File: src/rtl/cpu_alu_seq_if.sv
// Execute-stage handshake bundle between the CPU control unit (master) and the sequential ALU (slave).
// Carries the operand channel (in_*), the result channel (out_*) and the Z/N/C/V flags.
interface cpu_alu_seq_if #(
    parameter int unsigned DATA_WIDTH = 32
) ();
    logic                  in_valid;
    logic                  in_ready;
    logic [DATA_WIDTH-1:0] in_a;
    logic [DATA_WIDTH-1:0] in_b;
    logic [3:0]            op_sel;
    logic                  out_valid;
    logic                  out_ready;
    logic [DATA_WIDTH-1:0] alu_out;
    logic                  z_flag;
    logic                  n_flag;
    logic                  c_flag;
    logic                  v_flag;

    modport master (
        output in_valid, in_a, in_b, op_sel, out_ready,
        input  in_ready, out_valid, alu_out, z_flag, n_flag, c_flag, v_flag
    );

    modport slave (
        input  in_valid, in_a, in_b, op_sel, out_ready,
        output in_ready, out_valid, alu_out, z_flag, n_flag, c_flag, v_flag
    );
endinterface

File: src/rtl/cpu_alu_seq.sv
// Sequential execute-stage ALU: single-cycle logic/arith/shift ops plus iterative
// shift-add multiply and restoring divide, with valid/ready handshakes and Z/N/C/V flags.
module cpu_alu_seq #(
    parameter int unsigned DATA_WIDTH = 32
) (
    input  logic          clk,
    input  logic          rst,
    input  logic          flush,
    cpu_alu_seq_if.slave  bus
);
    localparam int unsigned DW      = DATA_WIDTH;
    localparam int unsigned SHAMT_W = $clog2(DATA_WIDTH);
    localparam logic [SHAMT_W-1:0] CNT_LAST = SHAMT_W'(DATA_WIDTH - 1);

    localparam logic [3:0] OP_ADD   = 4'd0;
    localparam logic [3:0] OP_SUB   = 4'd1;
    localparam logic [3:0] OP_AND   = 4'd2;
    localparam logic [3:0] OP_OR    = 4'd3;
    localparam logic [3:0] OP_XOR   = 4'd4;
    localparam logic [3:0] OP_SLT   = 4'd5;
    localparam logic [3:0] OP_SLTU  = 4'd6;
    localparam logic [3:0] OP_SLL   = 4'd7;
    localparam logic [3:0] OP_SRL   = 4'd8;
    localparam logic [3:0] OP_SRA   = 4'd9;
    localparam logic [3:0] OP_MUL   = 4'd10;
    localparam logic [3:0] OP_MULHU = 4'd11;
    localparam logic [3:0] OP_DIVU  = 4'd12;
    localparam logic [3:0] OP_REMU  = 4'd13;

    typedef enum logic [1:0] {IDLE, BUSY, DONE} state_t;

    state_t              state;
    logic [3:0]          op_q;
    logic [DW-1:0]       a_q;
    logic [DW-1:0]       b_q;
    logic [2*DW-1:0]     work;
    logic [SHAMT_W-1:0]  cnt;

    // Single-cycle datapath, evaluated on the live operands at acceptance
    logic [DW:0]         add_w;
    logic [DW:0]         sub_w;
    logic [SHAMT_W-1:0]  shamt;
    logic [DW-1:0]       sc_res;
    logic                sc_c;
    logic                sc_v;
    logic                sc_iter;
    logic                sc_div;

    always_comb begin
        add_w   = {1'b0, bus.in_a} + {1'b0, bus.in_b};
        sub_w   = {1'b0, bus.in_a} - {1'b0, bus.in_b};
        shamt   = bus.in_b[SHAMT_W-1:0];
        sc_res  = '0;
        sc_c    = 1'b0;
        sc_v    = 1'b0;
        sc_iter = (bus.op_sel >= OP_MUL) && (bus.op_sel <= OP_REMU);
        sc_div  = (bus.op_sel == OP_DIVU) || (bus.op_sel == OP_REMU);
        case (bus.op_sel)
            OP_ADD: begin
                sc_res = add_w[DW-1:0];
                sc_c   = add_w[DW];
                sc_v   = (bus.in_a[DW-1] == bus.in_b[DW-1]) && (add_w[DW-1] != bus.in_a[DW-1]);
            end
            OP_SUB: begin
                sc_res = sub_w[DW-1:0];
                sc_c   = sub_w[DW];
                sc_v   = (bus.in_a[DW-1] != bus.in_b[DW-1]) && (sub_w[DW-1] != bus.in_a[DW-1]);
            end
            OP_AND:  sc_res = bus.in_a & bus.in_b;
            OP_OR:   sc_res = bus.in_a | bus.in_b;
            OP_XOR:  sc_res = bus.in_a ^ bus.in_b;
            OP_SLT:  sc_res = {{(DW-1){1'b0}}, ($signed(bus.in_a) < $signed(bus.in_b))};
            OP_SLTU: sc_res = {{(DW-1){1'b0}}, (bus.in_a < bus.in_b)};
            OP_SLL:  sc_res = bus.in_a << shamt;
            OP_SRL:  sc_res = bus.in_a >> shamt;
            OP_SRA:  sc_res = $unsigned($signed(bus.in_a) >>> shamt);
            default: sc_res = '0;
        endcase
    end

    // One iteration step; work holds {acc, multiplier} for MUL or {remainder, dividend/quotient} for DIV
    logic [DW:0]         mul_sum;
    logic [DW:0]         rem_sh;
    logic [DW-1:0]       rem_diff;
    logic                rem_ge;
    logic [2*DW-1:0]     step_next;
    logic [DW-1:0]       iter_res;

    always_comb begin
        mul_sum  = {1'b0, work[2*DW-1:DW]} + (work[0] ? {1'b0, a_q} : {(DW+1){1'b0}});
        rem_sh   = {work[2*DW-1:DW], work[DW-1]};
        rem_diff = rem_sh[DW-1:0] - b_q;
        rem_ge   = (rem_sh >= {1'b0, b_q});
        if ((op_q == OP_DIVU) || (op_q == OP_REMU)) begin
            step_next = rem_ge ? {rem_diff, work[DW-2:0], 1'b1}
                               : {rem_sh[DW-1:0], work[DW-2:0], 1'b0};
        end else begin
            step_next = {mul_sum, work[DW-1:1]};
        end
        case (op_q)
            OP_MUL, OP_DIVU: iter_res = step_next[DW-1:0];
            default:         iter_res = step_next[2*DW-1:DW];
        endcase
    end

    // Control FSM with registered handshake, result and flags
    always_ff @(posedge clk or posedge rst) begin
        if (rst) begin
            state         <= IDLE;
            op_q          <= '0;
            a_q           <= '0;
            b_q           <= '0;
            work          <= '0;
            cnt           <= '0;
            bus.in_ready  <= 1'b1;
            bus.out_valid <= 1'b0;
            bus.alu_out   <= '0;
            bus.z_flag    <= 1'b0;
            bus.n_flag    <= 1'b0;
            bus.c_flag    <= 1'b0;
            bus.v_flag    <= 1'b0;
        end else if (flush) begin
            state         <= IDLE;
            cnt           <= '0;
            bus.in_ready  <= 1'b1;
            bus.out_valid <= 1'b0;
        end else begin
            case (state)
                IDLE: begin
                    if (bus.in_valid) begin
                        bus.in_ready <= 1'b0;
                        op_q         <= bus.op_sel;
                        a_q          <= bus.in_a;
                        b_q          <= bus.in_b;
                        cnt          <= '0;
                        if (sc_iter) begin
                            work  <= sc_div ? {DW'(0), bus.in_a} : {DW'(0), bus.in_b};
                            state <= BUSY;
                        end else begin
                            bus.alu_out   <= sc_res;
                            bus.z_flag    <= (sc_res == '0);
                            bus.n_flag    <= sc_res[DW-1];
                            bus.c_flag    <= sc_c;
                            bus.v_flag    <= sc_v;
                            bus.out_valid <= 1'b1;
                            state         <= DONE;
                        end
                    end
                end
                BUSY: begin
                    work <= step_next;
                    if (cnt == CNT_LAST) begin
                        cnt           <= '0;
                        bus.alu_out   <= iter_res;
                        bus.z_flag    <= (iter_res == '0);
                        bus.n_flag    <= iter_res[DW-1];
                        bus.c_flag    <= 1'b0;
                        bus.v_flag    <= 1'b0;
                        bus.out_valid <= 1'b1;
                        state         <= DONE;
                    end else begin
                        cnt <= cnt + SHAMT_W'(1);
                    end
                end
                DONE: begin
                    if (bus.out_ready) begin
                        bus.out_valid <= 1'b0;
                        bus.in_ready  <= 1'b1;
                        state         <= IDLE;
                    end
                end
                default: state <= IDLE;
            endcase
        end
    end
endmodule

File: src/flat_wrapper.sv
// flat-port wrapper written by rule: the top's interface ports become plain ports
module cpu_alu_seq_flat 
#(
    parameter int unsigned DATA_WIDTH = 32
)
  (clk, rst, flush, bus_in_valid, bus_in_a, bus_in_b, bus_op_sel, bus_out_ready, bus_in_ready, bus_out_valid, bus_alu_out, bus_z_flag, bus_n_flag, bus_c_flag, bus_v_flag);
  cpu_alu_seq_if #(.DATA_WIDTH(DATA_WIDTH)) bus_i ();
  input  logic clk;
  input  logic rst;
  input  logic flush;
  input wire logic [$bits(bus_i.in_valid)-1:0] bus_in_valid;
  input wire logic [$bits(bus_i.in_a)-1:0] bus_in_a;
  input wire logic [$bits(bus_i.in_b)-1:0] bus_in_b;
  input wire logic [$bits(bus_i.op_sel)-1:0] bus_op_sel;
  input wire logic [$bits(bus_i.out_ready)-1:0] bus_out_ready;
  output wire logic [$bits(bus_i.in_ready)-1:0] bus_in_ready;
  output wire logic [$bits(bus_i.out_valid)-1:0] bus_out_valid;
  output wire logic [$bits(bus_i.alu_out)-1:0] bus_alu_out;
  output wire logic [$bits(bus_i.z_flag)-1:0] bus_z_flag;
  output wire logic [$bits(bus_i.n_flag)-1:0] bus_n_flag;
  output wire logic [$bits(bus_i.c_flag)-1:0] bus_c_flag;
  output wire logic [$bits(bus_i.v_flag)-1:0] bus_v_flag;
  assign bus_i.in_valid = bus_in_valid;
  assign bus_i.in_a = bus_in_a;
  assign bus_i.in_b = bus_in_b;
  assign bus_i.op_sel = bus_op_sel;
  assign bus_i.out_ready = bus_out_ready;
  assign bus_in_ready = bus_i.in_ready;
  assign bus_out_valid = bus_i.out_valid;
  assign bus_alu_out = bus_i.alu_out;
  assign bus_z_flag = bus_i.z_flag;
  assign bus_n_flag = bus_i.n_flag;
  assign bus_c_flag = bus_i.c_flag;
  assign bus_v_flag = bus_i.v_flag;
  cpu_alu_seq #(.DATA_WIDTH(DATA_WIDTH)) u_core (.clk(clk), .rst(rst), .flush(flush), .bus(bus_i));
endmodule
File: config.mk
export PLATFORM = sky130hd
export DESIGN_NAME = cpu_alu_seq_flat
export DESIGN_NICKNAME = d
export VERILOG_FILES = /design/src/rtl/cpu_alu_seq_if.sv /design/src/rtl/cpu_alu_seq.sv /design/src/flat_wrapper.sv
export SDC_FILE = /design/constraint.sdc
export NUM_CORES = 1
export LEC_CHECK = 0
export CAP_MARGIN = 30
export CELL_PAD_IN_SITES_DETAIL_PLACEMENT = 2
export CELL_PAD_IN_SITES_GLOBAL_PLACEMENT = 2
export CORE_MARGIN = 3
export CORE_UTILIZATION = 35
export DETAILED_ROUTE_END_ITERATION = 10
export PLACE_DENSITY_LB_ADDON = 0.1
export SYNTH_ARGS = -nofsm -noshare
export SYNTH_HDL_FRONTEND = slang
export SYNTH_SLANG_ARGS = --single-unit
export TNS_END_PERCENT = 10
File: constraint.sdc
create_clock -name clk -period 18 [get_ports clk]
set_input_delay 5.4 -clock clk [delete_from_list [all_inputs] [get_ports clk]]
set_output_delay 5.4 -clock clk [all_outputs]
set_load 0.03 [all_outputs]
==> flow_summary.toml <==
[outcome]
run_status = "completed"

[synthesis]
synth_top_area_share_pct = 18.8
yosysMostFrequentCell = "nand2_1"
synth_top_cell_by_area = "dfrtp_1"
synth_warnings = 0
ys_ff_latch = 176
seq_area_frac_synth_pct = 18.9
async_reset_ff_share_pct = 100
synth_cell_types = 104
synth_nets = 3373
ys.flop_type = "dfrtp_1"
synthesis.instances = 3122
synth_edf_count = 0
yosys-top-cells-area = "dfrtp_1 19%, ha_1 9.3%, o21ai_0 7.0%"
ys_top_cells_by_count = "413 x nand2_1, 327 x o21ai_0, 258 x nor2_1, 246 x a21oi_1, 175 x dfrtp_1"
syn_avg_cell_area_um2 = 7.47
syn_area_um2 = 23300

[critical_path]
regToRegSetupSlack_ps = 12680
worstSetupPathDepth = 16
cpPeakStageDelay_ps = 770
path_max_fanout = 30
critPathBufInv = 4
reg2reg_depth = 14
crit_end = "u_core.bus.z_flag$_DFFE_PP0P_"
startpoint_type = "input pin"
required_ps = 18370
crit_family = "compound AO/OA/AOI/OAI gates"
reg2reg_from = "u_core.b_q[26]$_DFFE_PP0P_"
crit_path_end_kind = "flip-flop"
arrival_ps = 11190
path_cells = "clkdlybuf4s50_1, buf_4, inv_1, ha_1, inv_1, a211oi_2, a21oi_1, o41ai_1, a21oi_1, xnor2_1, a211o_1, nor4_2, nand4_1, nor4_1, nand4_1, o31ai_1"
crit_slowest_cell = "o41ai_1"
rr_endpoint = "u_core.bus.z_flag$_DFFE_PP0P_"
critPathKind = "input pin to flip-flop"
critPathLaunch = "bus_in_b[4]"

[timing]
rsz0062_at_grt = "no"
tightestPinTransition_ps = 1150
skew_ps = 15.6
finalCriticalPeriod_ps = 10810
slew_headroom_pct = 22.9
hold_violations = 0
setup_viol = 0
finalCritPeriodShare_pct = 60.1
slew_violations = 0
fmaxAchievable_mhz = 92.5
finalSetupTns_ps = 0

[route]
met1_length_um = 58600
wl_met2_um = 60900
drtIter0Drc = 2571
drtPass1Iterations = 7
wl_met3_um = 6840
drc_errors = 0
top_layer_used = "met4"
via_count = 26180
totalWireLength_um = 132000
antenna_left = 0
avgViaCountPerCell = 6.64
wl_per_cell_um = 33.5

[clock_network]
cts_num_sinks = 176
path_clk_slew_ps = 80
postCtsSetupRepairBufs = 0
cts-root-buf = "clkbuf_16"
clk_latency_ps = 480
tritoncts = "yes"
holdBufCountCts = 0
postCtsResizedCells = 0
htree_levels = 4
cts_buffers = 17
cts_buffer_depth = 2

[power_and_ir_drop]
powerDensity_nw_per_um2 = 96.2
ir_worst_vdd_mv = 0.0576
p_leak_nw = 11.0

[placed_design]
gp_congestion = 1.04
dp.cells = 3909
portBuffers = 110
place_hpwl_um = 104000

[finish]
post-route-util_pct = 39.2
drive_above_1_share_pct = 8.00
finish.net_count = 3325
instances_no_fill = 3943
area_growth_pct = 9.60
nFillCells = 7548

[global_routing]
first_global_vias = 27207
grt_max_degree = 109
grt_use_total_pct = 36.7
antenna_found_initial = 2
grt_pass1_wl_um = 192000
grt_overflow = 0

[floorplanning]
coreArea_um2 = 65200
initial_utilization_pct = 35.8
die_y_um = 264
dieWidth_um = 264
num_rows = 93
die_area_um2 = 69700
io_pins = 111

[hold_path]
holdPathStages = 1
hold_class = "flip-flop to flip-flop"

[job]
maxCapViolations = 0
==> through the flow <==
stage | hold slack [ps] | total power (W) | cell area (um2) | setup slack [ps]
floorplan | 437 | 0.00146 | 23300 | 7830
global placement | 455 | 0.00197 | 24900 | 6950
detailed placement | 469 | 0.00203 | 24900 | 6930
CTS | 487 | 0.00243 | 25500 | 7380
global route | 507 | 0.00259 | 25500 | 7110
finish | 482 | 0.00246 | 25500 | 7190
==> layer usage <==
metal,vias to the layer above,global-route usage (%)
met2,947,59.8
li1,11389,-
met3,230,3.28
met1,13614,50.4
met5,-,0
met4,0,14.2
==> worst reg2reg max path, delay by kind of cell (launching register included) <==
family	cells	cell delay, ps
flops	1	440
buf+inv	2	480
compound gates	6	1750
fa+ha+maj	1	490
simple gates	5	2020
==> layout by cell type, fill, tap and decap left out, types with 17 or more instances in the layout <==
cell type        netlist  routed
a21o_1                41      40
dfrtp_1              175     175
a221oi_1              32      32
o221ai_1              17      17
and3_1                21      21
nand2b_1              19      19
nor3_1                54      53
clkdlybuf4s50_1        0     105
nand2_1              413     412
nand3_1               80      80
o21ai_0              327     327
a22oi_1               28      28
nor2_1               258     256
inv_1                150     148
clkbuf_16              0      17
mux2i_1               83      83
nor4_1                23      22
xor2_1                27      27
and2_1                53      53
xnor2_1               36      36
nand4_1               40      40
o21bai_1              20      20
or3_1                 18      18
ha_1                 174     174
a211oi_1              39      39
o211ai_1              42      42
nor2b_1               27      27
a31oi_1               36      36
mux4_2                61      61
a22o_1                19      19
a21oi_1              246     246
buf_4                  9      63
a221o_1               23      23
o31ai_1               23      23
==> logic make-up (layout without fill, tap and decap cells) <==
family,after synthesis,in the layout,synth area share (%)
buffers and inverters,393,358,7.10
adder cells (fa/ha/maj),178,178,9.68
flip-flops,176,176,18.9
AND/OR/NAND/NOR,1086,1086,21.9
AO/OA/AOI/OAI,1064,1064,29.6
multiplexers,162,162,10.4
other,0,1,0
XOR/XNOR,63,63,2.37
==> report_power, final <==
| group | internal (W) | leakage, nW | switching (W) | total, W |
|---|---|---|---|---|
| sequential | 0.000516 | 2.28 | 0.000135 | 0.000651 |
| clock | 0.000203 | 0.289 | 0.000187 | 0.000390 |
| combinational | 0.000468 | 8.43 | 0.000949 | 0.00142 |
==> how the worst min path moves through the flow <==
stage / end / start / slack [ps]
floorplan: u_core.cnt[3]$_DFFE_PP0P_ / u_core.cnt[3]$_DFFE_PP0P_ / 440
global placement: u_core.a_q[23]$_DFFE_PP0P_ / u_core.a_q[23]$_DFFE_PP0P_ / 450
detailed placement: u_core.cnt[3]$_DFFE_PP0P_ / u_core.cnt[3]$_DFFE_PP0P_ / 470
CTS: u_core.a_q[19]$_DFFE_PP0P_ / u_core.a_q[19]$_DFFE_PP0P_ / 490
global route: u_core.a_q[19]$_DFFE_PP0P_ / u_core.a_q[19]$_DFFE_PP0P_ / 510
finish: u_core.cnt[3]$_DFFE_PP0P_ / u_core.cnt[3]$_DFFE_PP0P_ / 480
==> sequential cells by signal, summed over array words and instances, names as in the netlist <==
signal                count
u_core.a_q               32
u_core.b_q               32
u_core.bus.alu_out       31
u_core.bus.c_flag         1
u_core.bus.in_ready       1
u_core.bus.n_flag         1
u_core.bus.out_valid      1
u_core.bus.v_flag         1
u_core.bus.z_flag         1
u_core.cnt                5
u_core.op_q               4
u_core.state              2
u_core.work              64
==> area by class of cell <==
cell class | instances | area (um2) | area share, %
Clock buffer | 21 | 470 | 1.84
Timing Repair Buffer | 174 | 1610 | 6.32
Antenna cell | 1 | 2.50 | 0.00980
Clock inverter | 11 | 105 | 0.411
Tap cell | 855 | 1070 | 4.19
Multi-Input combinational cell | 2553 | 17300 | 67.7
Inverter | 152 | 578 | 2.26
Sequential cell | 176 | 4410 | 17.2
Note: power is estimated with default switching activity, not from simulation.
